===== src/rtl/ring_buf_ctl_if.sv =====
// Handshake bundle between a frame writer, a frame reader and the ring-buffer controller.
// master drives the requests and done pulses; slave is the controller itself.
interface ring_buf_ctl_if #(
    parameter int PTR_W = 2
);
    logic             start;
    logic             detach;
    logic             write_done;
    logic             read_done;
    logic [PTR_W-1:0] write_ptr;
    logic [PTR_W-1:0] read_ptr;
    logic             write_mode;
    logic             read_mode;
    logic [PTR_W:0]   level;
    logic             full;
    logic             empty;
    logic             buf_advanced;
    logic             stall;
    logic             running;
    logic             done;

    modport master (
        output start, detach, write_done, read_done,
        input  write_ptr, read_ptr, write_mode, read_mode, level,
               full, empty, buf_advanced, stall, running, done
    );

    modport slave (
        input  start, detach, write_done, read_done,
        output write_ptr, read_ptr, write_mode, read_mode, level,
               full, empty, buf_advanced, stall, running, done
    );
endinterface


===== src/rtl/ring_buf_ctl.sv =====
// Ownership controller for NUM_BUFS shared frame buffers: a writer FSM fills buffers in ring
// order, a reader FSM drains them in the same order, and level tracks filled-but-unread buffers.
module ring_buf_ctl #(
    parameter int NUM_BUFS = 4,
    parameter int PTR_W    = 2
) (
    input logic           clk,
    input logic           reset_n,
    ring_buf_ctl_if.slave bus
);
    typedef enum logic { W_IDLE, W_FILL } w_state_t;
    typedef enum logic { R_IDLE, R_READ } r_state_t;

    localparam logic [PTR_W:0]   LEVEL_MAX = (PTR_W+1)'(NUM_BUFS);
    localparam logic [PTR_W-1:0] PTR_LAST  = PTR_W'(NUM_BUFS - 1);

    w_state_t         w_state;
    r_state_t         r_state;
    logic [PTR_W-1:0] write_ptr;
    logic [PTR_W-1:0] read_ptr;
    logic [PTR_W:0]   level;
    logic             pending;
    logic             running;
    logic             done;
    logic             buf_advanced;

    logic wr_accept;
    logic rd_accept;
    logic start_accept;
    logic w_enter;
    logic session_end;

    function automatic logic [PTR_W-1:0] next_ptr(input logic [PTR_W-1:0] p);
        return (p == PTR_LAST) ? '0 : p + PTR_W'(1);
    endfunction

    // Done pulses only count in the owning state; anything else is a stray pulse and is dropped.
    assign wr_accept    = (w_state == W_FILL) && bus.write_done;
    assign rd_accept    = (r_state == R_READ) && bus.read_done;
    assign start_accept = bus.start && !bus.detach && (w_state == W_IDLE) && !pending;
    // A fresh start counts as a request in its own cycle so the fill begins one cycle later.
    assign w_enter      = (w_state == W_IDLE) && (bus.detach || pending || bus.start)
                          && (level != LEVEL_MAX);
    assign session_end  = running && (w_state == W_IDLE) && (r_state == R_IDLE)
                          && (level == '0) && !pending;

    always_ff @(posedge clk or negedge reset_n) begin
        if (!reset_n) begin
            w_state      <= W_IDLE;
            r_state      <= R_IDLE;
            write_ptr    <= '0;
            read_ptr     <= '0;
            level        <= '0;
            pending      <= 1'b0;
            running      <= 1'b0;
            done         <= 1'b0;
            buf_advanced <= 1'b0;
        end else begin
            // NOTE: every register here uses <= so all updates see the same pre-edge values.
            buf_advanced <= wr_accept;
            done         <= 1'b0;

            case (w_state)
                W_IDLE: begin
                    if (w_enter) begin
                        w_state <= W_FILL;
                        pending <= 1'b0;
                    end else if (start_accept) begin
                        pending <= 1'b1;
                    end
                end
                W_FILL: begin
                    if (bus.write_done) begin
                        w_state   <= W_IDLE;
                        write_ptr <= next_ptr(write_ptr);
                    end
                end
                default: w_state <= W_IDLE;
            endcase

            case (r_state)
                R_IDLE: if (level != '0) r_state <= R_READ;
                R_READ: begin
                    if (bus.read_done) begin
                        r_state  <= R_IDLE;
                        read_ptr <= next_ptr(read_ptr);
                    end
                end
                default: r_state <= R_IDLE;
            endcase

            case ({wr_accept, rd_accept})
                2'b10:   level <= level + (PTR_W+1)'(1);
                2'b01:   level <= level - (PTR_W+1)'(1);
                default: level <= level;
            endcase

            if (start_accept) begin
                running <= 1'b1;
            end else if (session_end) begin
                running <= 1'b0;
                done    <= 1'b1;
            end
        end
    end

    assign bus.write_ptr    = write_ptr;
    assign bus.read_ptr     = read_ptr;
    assign bus.write_mode   = (w_state == W_FILL);
    assign bus.read_mode    = (r_state == R_READ);
    assign bus.level        = level;
    assign bus.full         = (level == LEVEL_MAX);
    assign bus.empty        = (level == '0);
    assign bus.buf_advanced = buf_advanced;
    assign bus.stall        = (w_state == W_IDLE) && (bus.detach || pending) && (level == LEVEL_MAX);
    assign bus.running      = running;
    assign bus.done         = done;
endmodule


===== src/flat_wrapper.sv =====
// flat-port wrapper written by rule: the top's interface ports become plain ports
module ring_buf_ctl_flat 
#(
    parameter int NUM_BUFS = 4,
    parameter int PTR_W    = 2
)
  (clk, reset_n, bus_start, bus_detach, bus_write_done, bus_read_done, bus_write_ptr, bus_read_ptr, bus_write_mode, bus_read_mode, bus_level, bus_full, bus_empty, bus_buf_advanced, bus_stall, bus_running, bus_done);
  ring_buf_ctl_if #(.PTR_W(PTR_W)) bus_i ();
  input logic clk;
  input logic reset_n;
  input wire logic [$bits(bus_i.start)-1:0] bus_start;
  input wire logic [$bits(bus_i.detach)-1:0] bus_detach;
  input wire logic [$bits(bus_i.write_done)-1:0] bus_write_done;
  input wire logic [$bits(bus_i.read_done)-1:0] bus_read_done;
  output wire logic [$bits(bus_i.write_ptr)-1:0] bus_write_ptr;
  output wire logic [$bits(bus_i.read_ptr)-1:0] bus_read_ptr;
  output wire logic [$bits(bus_i.write_mode)-1:0] bus_write_mode;
  output wire logic [$bits(bus_i.read_mode)-1:0] bus_read_mode;
  output wire logic [$bits(bus_i.level)-1:0] bus_level;
  output wire logic [$bits(bus_i.full)-1:0] bus_full;
  output wire logic [$bits(bus_i.empty)-1:0] bus_empty;
  output wire logic [$bits(bus_i.buf_advanced)-1:0] bus_buf_advanced;
  output wire logic [$bits(bus_i.stall)-1:0] bus_stall;
  output wire logic [$bits(bus_i.running)-1:0] bus_running;
  output wire logic [$bits(bus_i.done)-1:0] bus_done;
  assign bus_i.start = bus_start;
  assign bus_i.detach = bus_detach;
  assign bus_i.write_done = bus_write_done;
  assign bus_i.read_done = bus_read_done;
  assign bus_write_ptr = bus_i.write_ptr;
  assign bus_read_ptr = bus_i.read_ptr;
  assign bus_write_mode = bus_i.write_mode;
  assign bus_read_mode = bus_i.read_mode;
  assign bus_level = bus_i.level;
  assign bus_full = bus_i.full;
  assign bus_empty = bus_i.empty;
  assign bus_buf_advanced = bus_i.buf_advanced;
  assign bus_stall = bus_i.stall;
  assign bus_running = bus_i.running;
  assign bus_done = bus_i.done;
  ring_buf_ctl #(.NUM_BUFS(NUM_BUFS), .PTR_W(PTR_W)) u_core (.clk(clk), .reset_n(reset_n), .bus(bus_i));
endmodule

===== config.mk =====
export PLATFORM = sky130hd
export DESIGN_NAME = ring_buf_ctl_flat
export DESIGN_NICKNAME = d
export VERILOG_FILES = /design/src/rtl/ring_buf_ctl_if.sv /design/src/rtl/ring_buf_ctl.sv /design/src/flat_wrapper.sv
export SDC_FILE = /design/constraint.sdc
export NUM_CORES = 1
export LEC_CHECK = 0
export CAP_MARGIN = 20
export CORE_MARGIN = 5
export CORE_UTILIZATION = 40
export CTS_BUF_LIST = sky130_fd_sc_hd__clkbuf_2
export DETAILED_ROUTE_END_ITERATION = 10
export PLACE_DENSITY_LB_ADDON = 0.25
export SLEW_MARGIN = 10
export SYNTH_ARGS = -nofsm -noshare
export SYNTH_HDL_FRONTEND = slang
export SYNTH_SLANG_ARGS = --single-unit

===== constraint.sdc =====
create_clock -name clk -period 1.65 [get_ports clk]
set_clock_uncertainty 0.1 [all_clocks]
set_input_delay 0.165 -clock clk [delete_from_list [all_inputs] [get_ports clk]]
set_output_delay 0.165 -clock clk [all_outputs]
set_load 0.02 [all_outputs]

==> key figures, run 1 <==
Logic synthesis
  – Synthesized flop and latch total: 13
  – Syn avg cell area: approximately 11 µm²
  – Library cells used by synthesis: 19
  – Warnings, synthesis: 0
  – Mapped cell area: approximately 600 µm²
  – Synth Net Count: 63
  – Seq/Total Area, Yosys: 0.545
  – Cells after synthesis: 53

Layout
  – Fillers: around 110
  – Area occupied by multi-input gates: around 280 µm²
  – # diodes: 0
  – Register Area: 328 µm²
  – Fin nets: 100
  – Layout cells sized above 1: 0.360
  – Final Util: 0.657
  – P&R area growth vs syn: 60.2%
  – Design Area, Final: 956 µm²

Power
  – PwrDens: 1870 mW/mm²
  – Peak VDD IR: a little over 0.001 V
  – Leakage: between 0.4 and 0.5 nW
  – Pwr Total: between 1.5 and 2 mW

Setup path
  – WS Path Type: flop to output pin
  – Endpoint type of the worst setup path: output pin
  – CP bufs+invs: 1
  – Crit path required time: 1.38 ns
  – Top delay family on crit path: simple AND/OR/NAND/NOR gates
  – Crit-path max FO: 3
  – Startpoint Class: flop
  – R2R Setup Slk: about 0.03 ns
  – Arrival time worst endpoint: 1.36 ns
  – Largest stage delay, worst path: about 0.42 ns
  – Slowest cell on the critical path: or3b_4
  – Worst path depth: 3
  – CP cell instances: or3b_4 -> nor3_2 -> buf_4
  – R2r worst-path depth: 7

Clocking
  – TritonCTS Sinks: 13
  – Clock Path Buffers: 2
  – Htree depth: 1
  – Root Driver: clkbuf_2
  – CTS Buf Count: 3
  – Reg clk slew, reported paths: between 0.1 and 0.15 ns
  – CTS tree: yes
  – Clock Latency Late Sink: around 0.27 ns

Routing
  – Wire per inst: roughly 13 µm
  – DR top layer: met4
  – Drt via density: just under 5
  – Met2 Wirelength: around 640 µm
  – Antenna Violating Nets Remaining: 0
  – Final wirelength: between 1000 and 1500 µm
  – Met3 wire len: about 90 µm
  – Vias: 522
  – TritonRoute pass-1 iters: 4
  – Initial DRC count: 8
  – # DRC: 0
  – Wl on met1: between 500 and 600 µm

Floorplan
  – IO Count: 21
  – Starting density of the core: 0.410
  – Chip height: ~50 µm
  – Die Wd: 48.6 µm
  – Core area: between 0.001 and 0.0015 mm²
  – Die outline area: roughly 0.0024 mm²
  – Row cnt: 14

Worst hold path
  – Hold WC Path Type: input port to async pin

STA
  – Final worst path period share: 0.987
  – Final setup violating endpoints: 0
  – Max_slew headroom: 0.687
  – Setup TNS: 0 ns
  – Final WS setup: 0.0212 ns
  – Final Max Slew Viols: 0
  – Worst slew pin tran: between 0.4 and 0.5 ns
  – RSZ-0062 raised after global routing: yes
  – Minimum clock period: approximately 1.6 ns
  – Peak Freq: 614 MHz
  – Hold Vio Cnt, Final: 0

Placement
  – Placed Instance Area: roughly 920 µm²
  – Dpl ws: -0.256 ns
  – I/O Buffers: 20
  – Placer congestion estimate: 0.734
  – Post-DP HPWL: 985 µm

Global route
  – Gr usage total: 0.116
  – Largest net degree at the start of global routing: 14
  – Global route total overflow: 0
  – Initial antenna violation count: 0
  – Global-route wire length before repair: ~2200 µm
  – Number of global-route vias before repair: around 500

Outcome
  – Status: finished clean

Job
  – Max_cap viols: 0
==> layout by cell type (no fill, tap or decap), drive strengths merged, types with 2 or more instances in the layout <==
cell type      count
clkdlybuf4s50     14
buf               14
dfrtp             13
nor2               6
inv                6
nor3               5
clkbuf             4
a21o               3
ha                 3
nand2              3
xor2               2
mux2               2
dlymetal6s2s       2
==> metrics by stage <==
step	hold slack (ns)	instances
floorplan	-0.231	53
global placement	0.385	99
detailed placement	0.392	99
finish	0.0803	105
global route	0.0779	105
CTS	0.0874	103
==> sequential cells by signal, indices dropped and copies added, names as in the netlist <==
name / cells
u_core.bus.level: 3
u_core.bus.buf_advanced: 1
u_core.bus.read_mode: 1
u_core.bus.running: 1
u_core.bus.write_mode: 1
u_core.bus.write_ptr: 2
u_core.bus.done: 1
u_core.bus.read_ptr: 2
u_core.pending: 1
==> cell usage after synthesis <==
cell type | n | area, µm²
ha_1 | 3 | 37.5
a21oi_1 | 1 | 5.00
or3b_1 | 1 | 8.76
inv_1 | 6 | 22.5
and4_1 | 1 | 8.76
mux2i_1 | 1 | 10.0
or3_1 | 1 | 6.26
nand2b_1 | 1 | 6.26
dfrtp_1 | 13 | 325
nor2_1 | 6 | 22.5
xor2_1 | 2 | 17.5
a21o_1 | 3 | 22.5
nor4_1 | 1 | 6.26
fa_1 | 1 | 20.0
nand2_1 | 3 | 11.3
mux2_2 | 2 | 22.5
nor3_1 | 5 | 25.0
o22a_2 | 1 | 10.0
xnor2_1 | 1 | 8.76
==> cell families after synthesis <==
kind of cell,synth area share
adders and majority gates,0.0964
xor gates and xnor gates,0.0440
DFF,0.545
buffers and inverters,0.0377
AOI/OAI and AO/OA,0.0629
muxes,0.0545
and+or+nand+nor,0.159
==> power by group <==
part           switching [mW]  leakage (nW)  internal [mW]
combinational           0.510         0.313          0.552
clock                   0.106        0.0164         0.0549
sequential              0.101         0.153          0.459
==> cell type report <==
type / instances / share of cell area
inverters: 6 / 0.0236
repair buffers: 32 / 0.297
flip-flops and latches: 13 / 0.343
multi-input cells: 34 / 0.295
clock inverters: 1 / 0.00524
well taps: 16 / 0.0209
clock buffers: 3 / 0.0157
==> repair_timing <==
item,4_1_cts,5_1_grt
pin swaps,2,3
hold endpoints to repair,0,0
buffers inserted,0,2
setup endpoints to repair,4,7
hold buffers,0,0
gates resized for setup,12,7
==> worst register-to-register path: cells and delay by family, from the launching register on <==
| kind | cells | cell delay [ns] |
|---|---|---|
| XOR/XNOR | 2 | 0.29 |
| flip-flops | 1 | 0.46 |
| adder cells (fa/ha/maj) | 2 | 0.46 |
| buffers and inverters | 1 | 0.05 |
| AND/OR/NAND/NOR | 2 | 0.20 |
==> final timing paths <==
| kind | from | end |
|---|---|---|
| max | u_core.bus.level[1] | bus_stall |
| min | reset_n | u_core.bus.buf_advanced |
| max reg2reg | u_core.bus.write_mode | u_core.bus.level[2] |
| min reg2reg | u_core.bus.running | u_core.bus.running |
| max in group asynchronous | reset_n | u_core.bus.read_mode |
| min in group clk | u_core.bus.running | u_core.bus.running |
==> metal layers <==
layer,global-route usage,vias up
met5,0,-
met4,0.0538,0
met3,0.0460,2
met2,0.185,17
met1,0.134,251
li1,-,252
(Power assumes the default switching activity.)
==> run 2, diff against run 1 <==
--- a/config.mk
+++ b/config.mk
@@ -6,7 +6,7 @@
 export NUM_CORES = 1
 export LEC_CHECK = 0
 export CAP_MARGIN = 20
-export CORE_MARGIN = 5
+export CORE_MARGIN = 4
 export CORE_UTILIZATION = 40
 export CTS_BUF_LIST = sky130_fd_sc_hd__clkbuf_2
 export DETAILED_ROUTE_END_ITERATION = 10
==> run 2 against run 1 <==
Net effect:
- sequential share of layout area up 0.87 points
- core utilization up 3.3 points
- power down 2.5%
- largest cell class unchanged
- critical endpoint unchanged
- highest routed layer unchanged
- critical path type unchanged
==> key figures, run 2 (synthesis gave the netlist of run 1 again) <==
Layout
  – P&R area growth vs syn: 56.2%
  – Final Util: 0.690
  – Most flop-heavy register: u_core.bus.level
  – Largest regs: u_core.bus.level (3), u_core.bus.read_ptr (2), u_core.bus.write_ptr (2)
  – Area occupied by multi-input gates: 282 µm²
  – Max reg flops: 3
  – Layout cells sized above 1: 0.345
  – Register Area: 328 µm²
  – Fillers: about 100
  – Commonest cells after routing, fill and taps aside: clkdlybuf4s50_1, buf_4, dfrtp_1
  – Design Area, Final: 932 µm²
  – Final non-filler cell total: just over 100
  – Most common cell after layout, fill and taps aside: clkdlybuf4s50_1
  – Fin nets: between 90 and 100
  – # diodes: 0

STA
  – Final setup violating endpoints: 0
  – Peak Freq: 616 MHz
  – Hold Vio Cnt, Final: 0
  – Max_slew headroom: 0.713
  – Final WS setup: approximately 0.027 ns
  – Final worst path period share: 0.983
  – Final Max Slew Viols: 0
  – RSZ-0062 raised after global routing: yes
  – Minimum clock period: between 1.5 and 2 ns
  – Worst slew pin tran: ~0.43 ns

Clocking
  – Htree depth: 1
  – Hold Buf Count CTS: 0
  – Root Driver: clkbuf_2
  – Post-CTS Setup Bufs: 0
  – CTS tree: yes
  – TritonCTS Sinks: 13
  – Clock Path Buffers: 2
  – Clock Latency Late Sink: 0.26 ns
  – CTS Buf Count: 3
  – Reg clk slew, reported paths: between 0.1 and 0.15 ns

Setup path
  – CP bufs+invs: 1
  – Largest stage delay, worst path: ~0.42 ns
  – Crit-path max FO: 3
  – WS Path Type: flop to output pin
  – Crit path required time: 1.38 ns
  – CP cell instances: or3b_4 -> nor3_2 -> buf_4
  – Top delay family on crit path: simple AND/OR/NAND/NOR gates
  – Slowest cell on the critical path: or3b_4
  – Startpoint Class: flop
  – Endpoint type of the worst setup path: output pin
  – Arrival time worst endpoint: roughly 1.4 ns

Floorplan
  – Chip height: 46.6 µm
  – Row cnt: 13
  – Core area: between 0.001 and 0.0015 mm²
  – Die outline area: roughly 0.0022 mm²
  – Die Wd: 46.6 µm
  – IO Count: 21
  – Starting density of the core: 0.442

Routing
  – DR top layer: met4
  – Wire per inst: 12.0 µm
  – Drt via density: around 4.9
  – Met3 wire len: roughly 90 µm
  – Initial DRC count: 3
  – TritonRoute pass-1 iters: 4
  – Vias: approximately 500
  – Wl on met1: 531 µm
  – Met2 Wirelength: between 500 and 600 µm
  – # DRC: 0
  – Final wirelength: between 1000 and 1500 µm
  – Antenna Violating Nets Remaining: 0

Power
  – Internal Power: between 1 and 1.5 mW
  – Flop pwr share: 0.327
  – PwrDens: roughly 1900 mW/mm²
  – Net Sw Frac: 0.402
  – Leakage: between 0.4 and 0.5 nW
  – Peak VDD IR: 0.000923 V
  – Clock Power Share: 0.094
  – Combinational Power Share: 0.578
  – Switching power: ~700 µW
  – Pwr Total: roughly 1.7 mW

Placement
  – Post-DP HPWL: between 900 and 1000 µm
  – I/O Buffers: 20
  – Placer congestion estimate: between 0.8 and 0.9
  – Dpl ws: -0.237 ns
  – Placed Instance Area: ~920 µm²
  – Dpl cells: 98

Global route
  – Global-route wire length before repair: between 2000 and 2500 µm
  – Initial antenna violation count: 0
  – Number of global-route vias before repair: 519
  – Gr usage total: 0.139
  – Largest net degree at the start of global routing: 14
  – Global route total overflow: 0

Outcome
  – Status: finished clean

Job
  – Max_cap viols: 0

Worst hold path
  – Hold WC Path Type: input port to async pin
[run 2: changes by cell type in the layout (fill, tap and decap cells not counted)]
cell            delta
buf_4              -2
dlygate4sd2_1      +2
dlymetal6s2s_1     -2
clkbuf_2           +1
clkinv_2           -1
[run 2: repair_timing]
action                     4_1_cts  5_1_grt
setup endpoints to repair        4        4
pin swaps                        2        0
resized for setup               14        5
[run 2: path summary, 6_finish.rpt]
kind                                      start                    end  slack, ns  cells past startpoint
max                         u_core.bus.level[0]              bus_stall       0.03                      3
min                                     reset_n    u_core.bus.level[0]       0.10                      2
max reg2reg                u_core.bus.read_mode    u_core.bus.level[2]       0.03                      8
min reg2reg                  u_core.bus.running     u_core.bus.running       0.42                      1
max in group asynchronous               reset_n  u_core.bus.write_mode       1.17                      2
min in group clk             u_core.bus.running     u_core.bus.running       0.42                      1
[run 2: through the flow]
| step | setup TNS [ns] | hold WS (ns) |
|---|---|---|
| after floorplan | -0.0155 | -0.231 |
| after global placement | -0.534 | 0.384 |
| after detailed placement | -0.685 | 0.384 |
| after CTS | 0 | 0.112 |
| after global routing | -0.0941 | 0.0994 |
| final | 0 | 0.104 |
[run 2: routing by layer]
layer / track usage / vias up
li1: - / 247
met1: 0.154 / 237
met2: 0.245 / 17
met3: 0.0234 / 2
met4: 0.0829 / 0
met5: 0 / -
[run 2: area by class of cell]
type                       instances  area share
inverter                           6      0.0242
tap                               15      0.0201
sequential                        13       0.352
multi-input combinational         34       0.302
clock buffer                       4      0.0215
timing repair buffer              30       0.281
[run 2: power groups by stage]
stage	Combinational [mW]	Sequential, mW	Clock, mW
after floorplan	0.366	0.753	0
after global placement	1.02	0.565	0
after detailed placement	1.05	0.575	0
after CTS	1.02	0.569	0.170
after global routing	1.10	0.587	0.182
final	1.01	0.569	0.164
==> RTL edit: new RTL, flow settings as in run 1 <==
`PTR_W` is set to 2 in 3 places; all go to 3.
--- a/src/rtl/ring_buf_ctl_if.sv
+++ b/src/rtl/ring_buf_ctl_if.sv
@@ -1,7 +1,7 @@
 // Handshake bundle between a frame writer, a frame reader and the ring-buffer controller.
 // master drives the requests and done pulses; slave is the controller itself.
 interface ring_buf_ctl_if #(
-    parameter int PTR_W = 2
+    parameter int PTR_W = 3
 );
     logic             start;
     logic             detach;
--- a/src/rtl/ring_buf_ctl.sv
+++ b/src/rtl/ring_buf_ctl.sv
@@ -2,7 +2,7 @@
 // order, a reader FSM drains them in the same order, and level tracks filled-but-unread buffers.
 module ring_buf_ctl #(
     parameter int NUM_BUFS = 4,
-    parameter int PTR_W    = 2
+    parameter int PTR_W    = 3
 ) (
     input logic           clk,
     input logic           reset_n,
--- a/src/flat_wrapper.sv
+++ b/src/flat_wrapper.sv
@@ -2,7 +2,7 @@
 module ring_buf_ctl_flat 
 #(
     parameter int NUM_BUFS = 4,
-    parameter int PTR_W    = 2
+    parameter int PTR_W    = 3
 )
   (clk, reset_n, bus_start, bus_detach, bus_write_done, bus_read_done, bus_write_ptr, bus_read_ptr, bus_write_mode, bus_read_mode, bus_level, bus_full, bus_empty, bus_buf_advanced, bus_stall, bus_running, bus_done);
   ring_buf_ctl_if #(.PTR_W(PTR_W)) bus_i ();
Interface: changed (resized bus_level, bus_read_ptr and bus_write_ptr); port bits go from 21 to 24. No check against the original RTL was run, so the function may have changed too.
==> RTL edit against run 1 <==
The run now ends with setup timing left; area after synthesis up 31%; sequential power up 21%; global-route usage up 3.9 points; worst setup slack worse by 0.11 ns; routed wire length up 36%; total power up 17%; design area up 27%; register-to-register slack worse by 0.12 ns; sequential cell count up 3; maximum frequency down 6.4%; largest power group unchanged; highest routed layer unchanged.
==> RTL edit: results (changes against run 1) <==
[place]
post-place-ws_ns = -0.329  ; -0.0731 ns
dp_hpwl_um = 1400  ; +42%
routabilityCongestion = 0.765  ; +4.2%
portBuffers = 23  ; +15%
dp.cells = 132  ; +33%
placed_area_sq_um = 1160  ; +26%

[logic_synthesis]
synth_warnings = 0  ; unchanged
ys_types = 22  ; +3
synth.largest_area_cell = dfrtp_1
synth_cells = 70  ; +32%
synth_nets = 81  ; +29%
synth-seq-area-share_pct = 51.4  ; -3.1 points
synth_commonest_cells = dfrtp_1 (16), a21oi_1 (7), nor2_1 (7)
async_reset_ff_share_pct = 100  ; unchanged
ys_top_cells_by_area = dfrtp_1 (51%), ha_1 (8.0%), mux2_2 (5.8%)

[finish]
drive_gt1_share_pct = 35.5  ; -0.50 points
antenna_cells = 0  ; unchanged
reg_top3 = u_core.bus.level: 4 flops, u_core.bus.read_ptr: 3 flops, u_core.bus.write_ptr: 3 flops
nets = 122  ; +22%

[clock_network]
cts_buffers = 3  ; unchanged
clock-root-buffer = clkbuf_2
clk_pin_slew_ns = 0.16  ; +0.02 ns
clkLatencyLatePin_ns = 0.29  ; +0.02 ns
cts_buffer_depth = 2  ; unchanged
ctsHtreeMaxLevel = 1  ; unchanged

[grt]
grt_pass1_wl_um = 3190  ; +44%
grt_start_max_net_pins = 17  ; +3
grt_pass1_vias = 666  ; +30%
grt.total_usage_pct = 15.5  ; +3.9 points

[outcome]
violations = setup timing
status = complete, but fails checks

[detailed_routing]
drt_first_pass_iters = 2  ; -2
vias = 663  ; +27%
drt-initial-drc-count = 1  ; -7
drc = 0  ; unchanged
via_per_inst = 4.84  ; -2.7%
avgRoutedWirePerCell_um = 13.1  ; +4.5%

[worst_setup_path]
reg2reg_depth = 8  ; +1
worst-path-max-fanout = 3  ; unchanged
endpoint_kind = register
crit_start = u_core.bus.read_mode
worstPathArrival_ns = 1.84  ; +0.48 ns
r2r_end = u_core.bus.level[2]

[sta]
setup_viol = 3  ; +3
worst_slack_ns = -0.0901  ; -0.111 ns
tightest_slew_ns = 0.263  ; -0.202 ns

[power]
power.leakage_nw = 0.600  ; +24%
ir_worst_vdd_v = 0.000933  ; -9.5%

-- RTL edit: repair_timing --
item,CTS,global route
cloned,0,0
hold buffers,0,0
pin swaps,4,2
resized for setup,25,8
buffers inserted,1,0
endpoints found under the setup margin,12,13
-- RTL edit: final cells by class --
cell class	count	area, sq um
fillers	164	692
clock inverters	1	3.75
well taps	27	33.8
flip-flops and latches	16	403
clock buffers	3	15.0
repair buffers	37	330
inverters	4	15.0
multi-input cells	49	409
-- RTL edit: logic make-up after synthesis --
| logic type | Yosys count | share of synthesized area [%] |
|---|---|---|
| flip-flops | 16 | 51.4 |
| XOR/XNOR | 5 | 5.62 |
| AO/OA/AOI/OAI | 12 | 10.6 |
| multiplexers | 4 | 5.78 |
| buffers and inverters | 5 | 2.41 |
| AND/OR/NAND/NOR | 23 | 16.2 |
| adder cells (fa/ha/maj) | 5 | 8.03 |
-- RTL edit: worst min-delay path by stage --
stage | start | endpoint | slack [ns] | depth (start not counted)
after global placement | u_core.bus.running | u_core.bus.running | 0.39 | 1
final | reset_n | u_core.bus.done | 0.06 | 2
after detailed placement | reset_n | u_core.bus.done | 0.40 | 2
after floorplan | reset_n | u_core.bus.buf_advanced | -0.23 | 0
after CTS | reset_n | u_core.bus.write_ptr[1] | 0.05 | 2
after global routing | reset_n | u_core.bus.write_ptr[1] | 0.04 | 2
-- RTL edit: metrics by stage --
| step | util [%] | hold WS, ns | TNS [ns] |
|---|---|---|---|
| detailed placement | 61.1 | 0.396 | -1.13 |
| floorplan | - | -0.231 | -0.656 |
| CTS | 62.4 | 0.0488 | -0.159 |
| finish | 63.6 | 0.0624 | -0.106 |
| global placement | 61.1 | 0.386 | -0.823 |
| global route | 63.6 | 0.0386 | -0.716 |
-- RTL edit: worst max-delay path, stage by stage, from the launching register on --
cell and delay, ns:
dfrtp_2 0.43, and2_4 0.16, ha_4 0.16, xor2_1 0.16, ha_2 0.17, a21oi_2 0.12, xor2_1 0.15, nor2_1 0.07
xor2_1 0.13
-- RTL edit: power by group --
part / internal, mW / switching [mW]
clock: 0.0527 / 0.128
combinational: 0.609 / 0.617
sequential: 0.554 / 0.123
-- RTL edit: metal layers --
metal	routed length, um	vias up	GRT usage (%)
met3	71	2	3.88
met5	0	-	0
met2	928	17	24.7
li1	-	326	-
met4	13	0	7.47
met1	777	318	19.3
